<file path="src/rtl/otter_io_pkg.sv">
// Shared OTTER I/O map constants and seven-segment scan driver types.
// Address constants are the defaults; blocks take them as overridable parameters.
package otter_io_pkg;

  localparam logic [31:0] SWITCHES_ADDR  = 32'h1100_0000;
  localparam logic [31:0] LEDS_ADDR      = 32'h1100_C000;
  localparam logic [31:0] SSEG_SEG_ADDR  = 32'h1100_C004;
  localparam logic [31:0] SSEG_AN_ADDR   = 32'h1100_C008;
  localparam logic [31:0] TIMER_ADDR     = 32'h1100_C00C;
  localparam logic [31:0] SSEG_DATA_ADDR = 32'h1100_C010;
  localparam logic [31:0] SSEG_CTRL_ADDR = 32'h1100_C014;

  localparam int CTRL_EN_BIT  = 0;
  localparam int CTRL_LZB_BIT = 1;
  localparam int CTRL_DP_LSB  = 2;

  localparam logic [5:0] CTRL_RESET = 6'b000001;
  localparam logic [7:0] SEGS_OFF   = 8'hFF;
  localparam logic [3:0] AN_OFF     = 4'hF;

  typedef enum logic {
    SCAN = 1'b0,
    GAP  = 1'b1
  } sseg_state_e;

endpackage

</file>
<file path="src/rtl/sseg_hex_decode.sv">
// Combinational hex nibble to active-low seven-segment pattern, bit order g..a.
module sseg_hex_decode (
  input  logic [3:0] nibble_i,
  output logic [6:0] seg_o
);

  always_comb begin
    seg_o = 7'h7F;
    case (nibble_i)
      4'h0: seg_o = 7'h40;
      4'h1: seg_o = 7'h79;
      4'h2: seg_o = 7'h24;
      4'h3: seg_o = 7'h30;
      4'h4: seg_o = 7'h19;
      4'h5: seg_o = 7'h12;
      4'h6: seg_o = 7'h02;
      4'h7: seg_o = 7'h78;
      4'h8: seg_o = 7'h00;
      4'h9: seg_o = 7'h10;
      4'hA: seg_o = 7'h08;
      4'hB: seg_o = 7'h03;
      4'hC: seg_o = 7'h46;
      4'hD: seg_o = 7'h21;
      4'hE: seg_o = 7'h06;
      4'hF: seg_o = 7'h0E;
      default: seg_o = 7'h7F;
    endcase
  end

endmodule

</file>
<file path="src/rtl/sseg_scan_driver.sv">
// Memory-mapped four-digit seven-segment scanner with dp, leading-zero blanking
// and an all-off gap between digits.
//   state | meaning
//   SCAN  | digit idx lit for REFRESH_CNT cycles
//   GAP   | all anodes off for BLANK_CYC cycles, then advance idx
module sseg_scan_driver
  import otter_io_pkg::*;
#(
  parameter logic [31:0] DATA_ADDR   = SSEG_DATA_ADDR,
  parameter logic [31:0] CTRL_ADDR   = SSEG_CTRL_ADDR,
  parameter int          REFRESH_CNT = 50000,
  parameter int          BLANK_CYC   = 500
) (
  input  logic        CLK,
  input  logic        RESET,
  input  logic [31:0] IOBUS_ADDR,
  input  logic [31:0] IOBUS_OUT,
  input  logic        IOBUS_WR,
  output logic [31:0] RDATA,
  output logic [7:0]  SEGS,
  output logic [3:0]  AN
);

  localparam int CNT_MAX = (REFRESH_CNT > BLANK_CYC) ? REFRESH_CNT : BLANK_CYC;
  localparam int CNT_W   = $clog2(CNT_MAX);
  localparam logic [CNT_W-1:0] REF_TC = CNT_W'(REFRESH_CNT - 1);
  localparam logic [CNT_W-1:0] GAP_TC = CNT_W'(BLANK_CYC - 1);

  logic [15:0]      data_q;
  logic [5:0]       ctrl_q;
  sseg_state_e      state_q, state_d;
  logic [CNT_W-1:0] cnt_q, cnt_d;
  logic [1:0]       idx_q, idx_d;
  logic [7:0]       segs_q, segs_d;
  logic [3:0]       an_q, an_d;

  logic [3:0] nibble;
  logic [6:0] seg7;
  logic       lz_blank;
  logic       unused_hi;

  assign unused_hi = ^IOBUS_OUT[31:16];

  always_ff @(posedge CLK or posedge RESET) begin
    if (RESET) begin
      data_q <= '0;
      ctrl_q <= CTRL_RESET;
    end else if (IOBUS_WR) begin
      if (IOBUS_ADDR == DATA_ADDR) data_q <= IOBUS_OUT[15:0];
      if (IOBUS_ADDR == CTRL_ADDR) ctrl_q <= IOBUS_OUT[5:0];
    end
  end

  always_comb begin
    RDATA = '0;
    if (IOBUS_ADDR == DATA_ADDR)      RDATA = {16'b0, data_q};
    else if (IOBUS_ADDR == CTRL_ADDR) RDATA = {26'b0, ctrl_q};
  end

  always_ff @(posedge CLK or posedge RESET) begin
    if (RESET) begin
      state_q <= SCAN;
      cnt_q   <= '0;
      idx_q   <= '0;
      segs_q  <= SEGS_OFF;
      an_q    <= AN_OFF;
    end else begin
      state_q <= state_d;
      cnt_q   <= cnt_d;
      idx_q   <= idx_d;
      segs_q  <= segs_d;
      an_q    <= an_d;
    end
  end

  // With no gap configured the digit advances straight from SCAN's terminal count.
  always_comb begin
    state_d = state_q;
    cnt_d   = cnt_q + 1'b1;
    idx_d   = idx_q;
    case (state_q)
      SCAN: begin
        if (cnt_q == REF_TC) begin
          cnt_d = '0;
          if (BLANK_CYC == 0) idx_d = idx_q + 2'd1;
          else                state_d = GAP;
        end
      end
      GAP: begin
        if (cnt_q == GAP_TC) begin
          cnt_d   = '0;
          state_d = SCAN;
          idx_d   = idx_q + 2'd1;
        end
      end
      default: begin
        state_d = SCAN;
        cnt_d   = '0;
      end
    endcase
  end

  always_comb begin
    nibble   = data_q[3:0];
    lz_blank = 1'b0;
    case (idx_q)
      2'd0: nibble = data_q[3:0];
      2'd1: begin nibble = data_q[7:4];   lz_blank = (data_q[15:4] == '0);  end
      2'd2: begin nibble = data_q[11:8];  lz_blank = (data_q[15:8] == '0);  end
      2'd3: begin nibble = data_q[15:12]; lz_blank = (data_q[15:12] == '0); end
      default: nibble = data_q[3:0];
    endcase
  end

  sseg_hex_decode u_hex (
    .nibble_i (nibble),
    .seg_o    (seg7)
  );

  always_comb begin
    segs_d = SEGS_OFF;
    an_d   = AN_OFF;
    if (state_q == SCAN && ctrl_q[CTRL_EN_BIT] &&
        !(ctrl_q[CTRL_LZB_BIT] && lz_blank)) begin
      segs_d = {~ctrl_q[CTRL_DP_LSB + 32'(idx_q)], seg7};
      an_d   = ~(4'b0001 << idx_q);
    end
  end

  assign SEGS = segs_q;
  assign AN   = an_q;

endmodule

</file>
<file path="config.mk">
export PLATFORM = sky130hd
export DESIGN_NAME = sseg_scan_driver
export DESIGN_NICKNAME = d
export VERILOG_FILES = /design/src/rtl/otter_io_pkg.sv /design/src/rtl/sseg_hex_decode.sv /design/src/rtl/sseg_scan_driver.sv
export SDC_FILE = /design/constraint.sdc
export NUM_CORES = 1
export LEC_CHECK = 0
export ABC_AREA = 1
export CAP_MARGIN = 10
export CORE_MARGIN = 2
export CORE_UTILIZATION = 50
export DETAILED_ROUTE_END_ITERATION = 16
export MAX_ROUTING_LAYER = met4
export PLACE_DENSITY_LB_ADDON = 0.25
export SLEW_MARGIN = 25
export SYNTH_ARGS = -nofsm -noshare
export SYNTH_HDL_FRONTEND = slang
export SYNTH_SLANG_ARGS = --single-unit
</file>
<file path="constraint.sdc">
create_clock -name CLK -period 3.2 [get_ports CLK]
set_input_delay 0.96 -clock CLK [delete_from_list [all_inputs] [get_ports CLK]]
set_output_delay 0.96 -clock CLK [all_outputs]
set_load 0.05 [all_outputs]
</file>
==> impl_metrics.tcl <==
set metrics [dict create \
    outcome "finished, final reports clean" \
    clockPowerShare 0.358 \
    hold_viol 0 \
    core_um2 6680 \
    track_usage 0.239 \
    syn_inst 474 \
    startpoint_type "input port" \
    grt_pass1_vias 3184 \
    clock.fmax_mhz 314 \
    first_pass_iters 5 \
    min_path_type "reg -> reg" \
    clock_latency_ns 0.31 \
    skew_ns 0.0113 \
    clock-sinks 53 \
    cts-buffers-inserted 5 \
    finalWirelength_um 8320 \
    ir_worst_vdd_v 0.000187 \
    p_sw_frac 0.238 \
    htree_levels 2 \
    grt_antenna_before_repair 0 \
    drc 0 \
    ant_nets 0 \
    fin_tns_setup_ns 0 \
    synth_area_per_cell_um2 7.15 \
    min_period_over_period 0.994 \
    dieHeight_um 86.4 \
    dp_hpwl_um 6180 \
    cts-hold-fix-buffers 0 \
    pwr-share-comb 0.105 \
    critPathKind "in -> out" \
    clk_pin_slew_ns 0.08 \
    ys_ff_latch 53 \
    root_buffer "clkbuf_8" \
    drtIter0Drc 152 \
    finalCriticalPeriod_ns 3.18 \
    worstPathRequired_ns 2.24 \
    antenna_cells 0 \
    yosys_warnings 0 \
    tightest_slew_ns 0.657 \
    max-slew-margin-rel 0.562 \
    crit_arrival_ns 2.22 \
    cts_tree "built" \
    rows 30 \
    power.total_uw 1250 \
    syn_to_final_growth_pct 36.2 \
    grt_start_max_net_pins 54 \
    vias 3305 \
    final-max-slew-violation-count 0 \
    r2r_setup_slack_ns 0.82 \
    setup_viol 0 \
    critPathMaxFanout 4 \
    dieArea_um2 7460 \
    syn-cell-area_um2 3390 \
    cts_buffer_depth 2 \
    seq_area_frac_synth 0.396 \
    synth_cell_types 33 \
    power.internal_uw 950 \
    die_w_um 86.4 \
    power_leakage_uw 0.00227 \
    seqPwrFrac 0.537 \
    final_common_cell "nand2_1" \
    via_per_inst 5.07 \
    power_density_nw_per_um2 270 \
    crit_path_end_kind "output port" \
    place.port_buffers 78 \
    gp_congestion 0.906 \
    final_cell_mix "nand2_1 (145), nand3_1 (49), nor2_1 (47)" \
    finalNetCount 649 \
    grt_pass1_wl_um 14000 \
    drv_cap 0 \
    wl_per_cell_um 12.8 \
    fill_cells 562 \
    gr-total-overflow 0 \
    drive_gt1_frac 0.227 \
    io_pins 111 \
    netSwitchingPower_uw 297 \
    start_util 0.507 \
]
==> critical path: stages <==
cell	delay, ns
clkdlybuf4s15_1	0.20
nand3_2	0.10
nor2_2	0.17
nand3_2	0.13
nor2_4	0.22
buf_6	0.16
nand2_1	0.06
nand2_2	0.09
buf_12	0.14
==> metal layers <==
layer	vias to the layer above	track usage	share of wire
li1	1655	-	-
met1	1514	0.320	0.44
met2	124	0.378	0.48
met3	12	0.0410	0.057
met4	0	0.0668	0.016
met5	-	-	0
==> sequential cells by signal, summed over array words and instances (netlist names) <==
register  cells
cnt_q        16
SEGS          8
state_q       1
data_q       16
idx_q         2
AN            4
ctrl_q        6
==> cells by family (layout without fill, tap and decap cells) <==
group                    Yosys count  in the layout  share of synthesized area
AND/OR/NAND/NOR                  310            310                      0.404
buffers and inverters             73            156                      0.103
flip-flops                        53             53                      0.396
AO/OA/AOI/OAI                     15             15                     0.0273
adder cells (fa/ha/maj)           11             11                     0.0406
XOR/XNOR                          11             11                     0.0284
other                              1             16                    0.00111
==> cell usage after synthesis <==
cell type	n	area, um^2
nand2_1	155	582
nor2_1	61	229
nand3_1	53	265
inv_1	47	176
dfrtp_1	40	1000
buf_4	18	135
dfstp_2	13	342
nand4_1	12	75.1
ha_1	11	138
nor3_1	10	50.1
xor2_1	10	87.6
a21oi_1	5	25.0
inv_2	5	18.8
nor2_2	4	25.0
nor2_4	3	33.8
o21ai_1	3	15.0
clkbuf_1	2	7.51
nand2_4	2	22.5
nand3b_1	2	15.0
nor4_1	2	12.5
o21ai_0	2	10.0
o21ai_2	2	17.5
or2_1	2	12.5
a21boi_2	1	11.3
buf_6	1	11.3
conb_1	1	3.75
nand3_2	1	10.0
nor2_8	1	20.0
nor3_2	1	10.0
o21bai_1	1	7.51
o22ai_1	1	6.26
or2_2	1	6.26
xnor2_1	1	8.76
==> layout make-up <==
| type | instances | area (um^2) | share of cell area |
|---|---|---|---|
| clock buffers | 6 | 72.6 | 0.0157 |
| well taps | 80 | 100 | 0.0217 |
| flip-flops and latches | 53 | 1340 | 0.291 |
| multi-input cells | 363 | 1900 | 0.411 |
| repair buffers | 96 | 970 | 0.210 |
| clock inverters | 2 | 33.8 | 0.00732 |
| inverters | 52 | 200 | 0.0434 |
==> path summary, 6_finish.rpt <==
path                                        from  cells after the start                     to
setup reg to reg            idx_q[0]$_DFFE_PP0P_                     11      SEGS[6]$_DFF_PP1_
min in group asynchronous                  RESET                      3   idx_q[0]$_DFFE_PP0P_
hold / removal             ctrl_q[0]$_DFFE_PP1P_                      2  ctrl_q[0]$_DFFE_PP1P_
setup / recovery                  IOBUS_ADDR[14]                      9               RDATA[1]
max in group asynchronous                  RESET                      3     cnt_q[6]$_DFF_PP0_
hold reg to reg            ctrl_q[0]$_DFFE_PP1P_                      2  ctrl_q[0]$_DFFE_PP1P_
==> power by group through the flow <==
stage	Clock, uW	Sequential [uW]	Combinational [uW]
floorplan	0	683	78.4
global placement	0	683	139
detailed placement	0	683	141
CTS	457	670	131
global route	482	670	143
finish	446	670	132
==> metrics by stage <==
stage,utilization,area [um^2],cells,worst slack [ns],hold slack (ns)
2_1_floorplan,-,3450,489,-0.0938,0.451
3_3_place_gp,0.662,4420,638,-0.265,0.467
3_5_place_dp,0.662,4420,638,-0.300,0.481
4_1_cts,0.692,4620,650,0.00106,0.495
5_1_grt,0.691,4620,652,-0.0537,0.518
6_report,0.691,4620,652,0.0180,0.497
==> timing repair <==
| item | 4_1_cts | 5_1_grt |
|---|---|---|
| setup buffers | 4 | 2 |
| setup endpoints to repair | 16 | 16 |
| resized for setup | 79 | 54 |
| endpoints found under the hold margin | 0 | 0 |
| pin swaps | 23 | 26 |
Power figures use the tool's default switching activity.
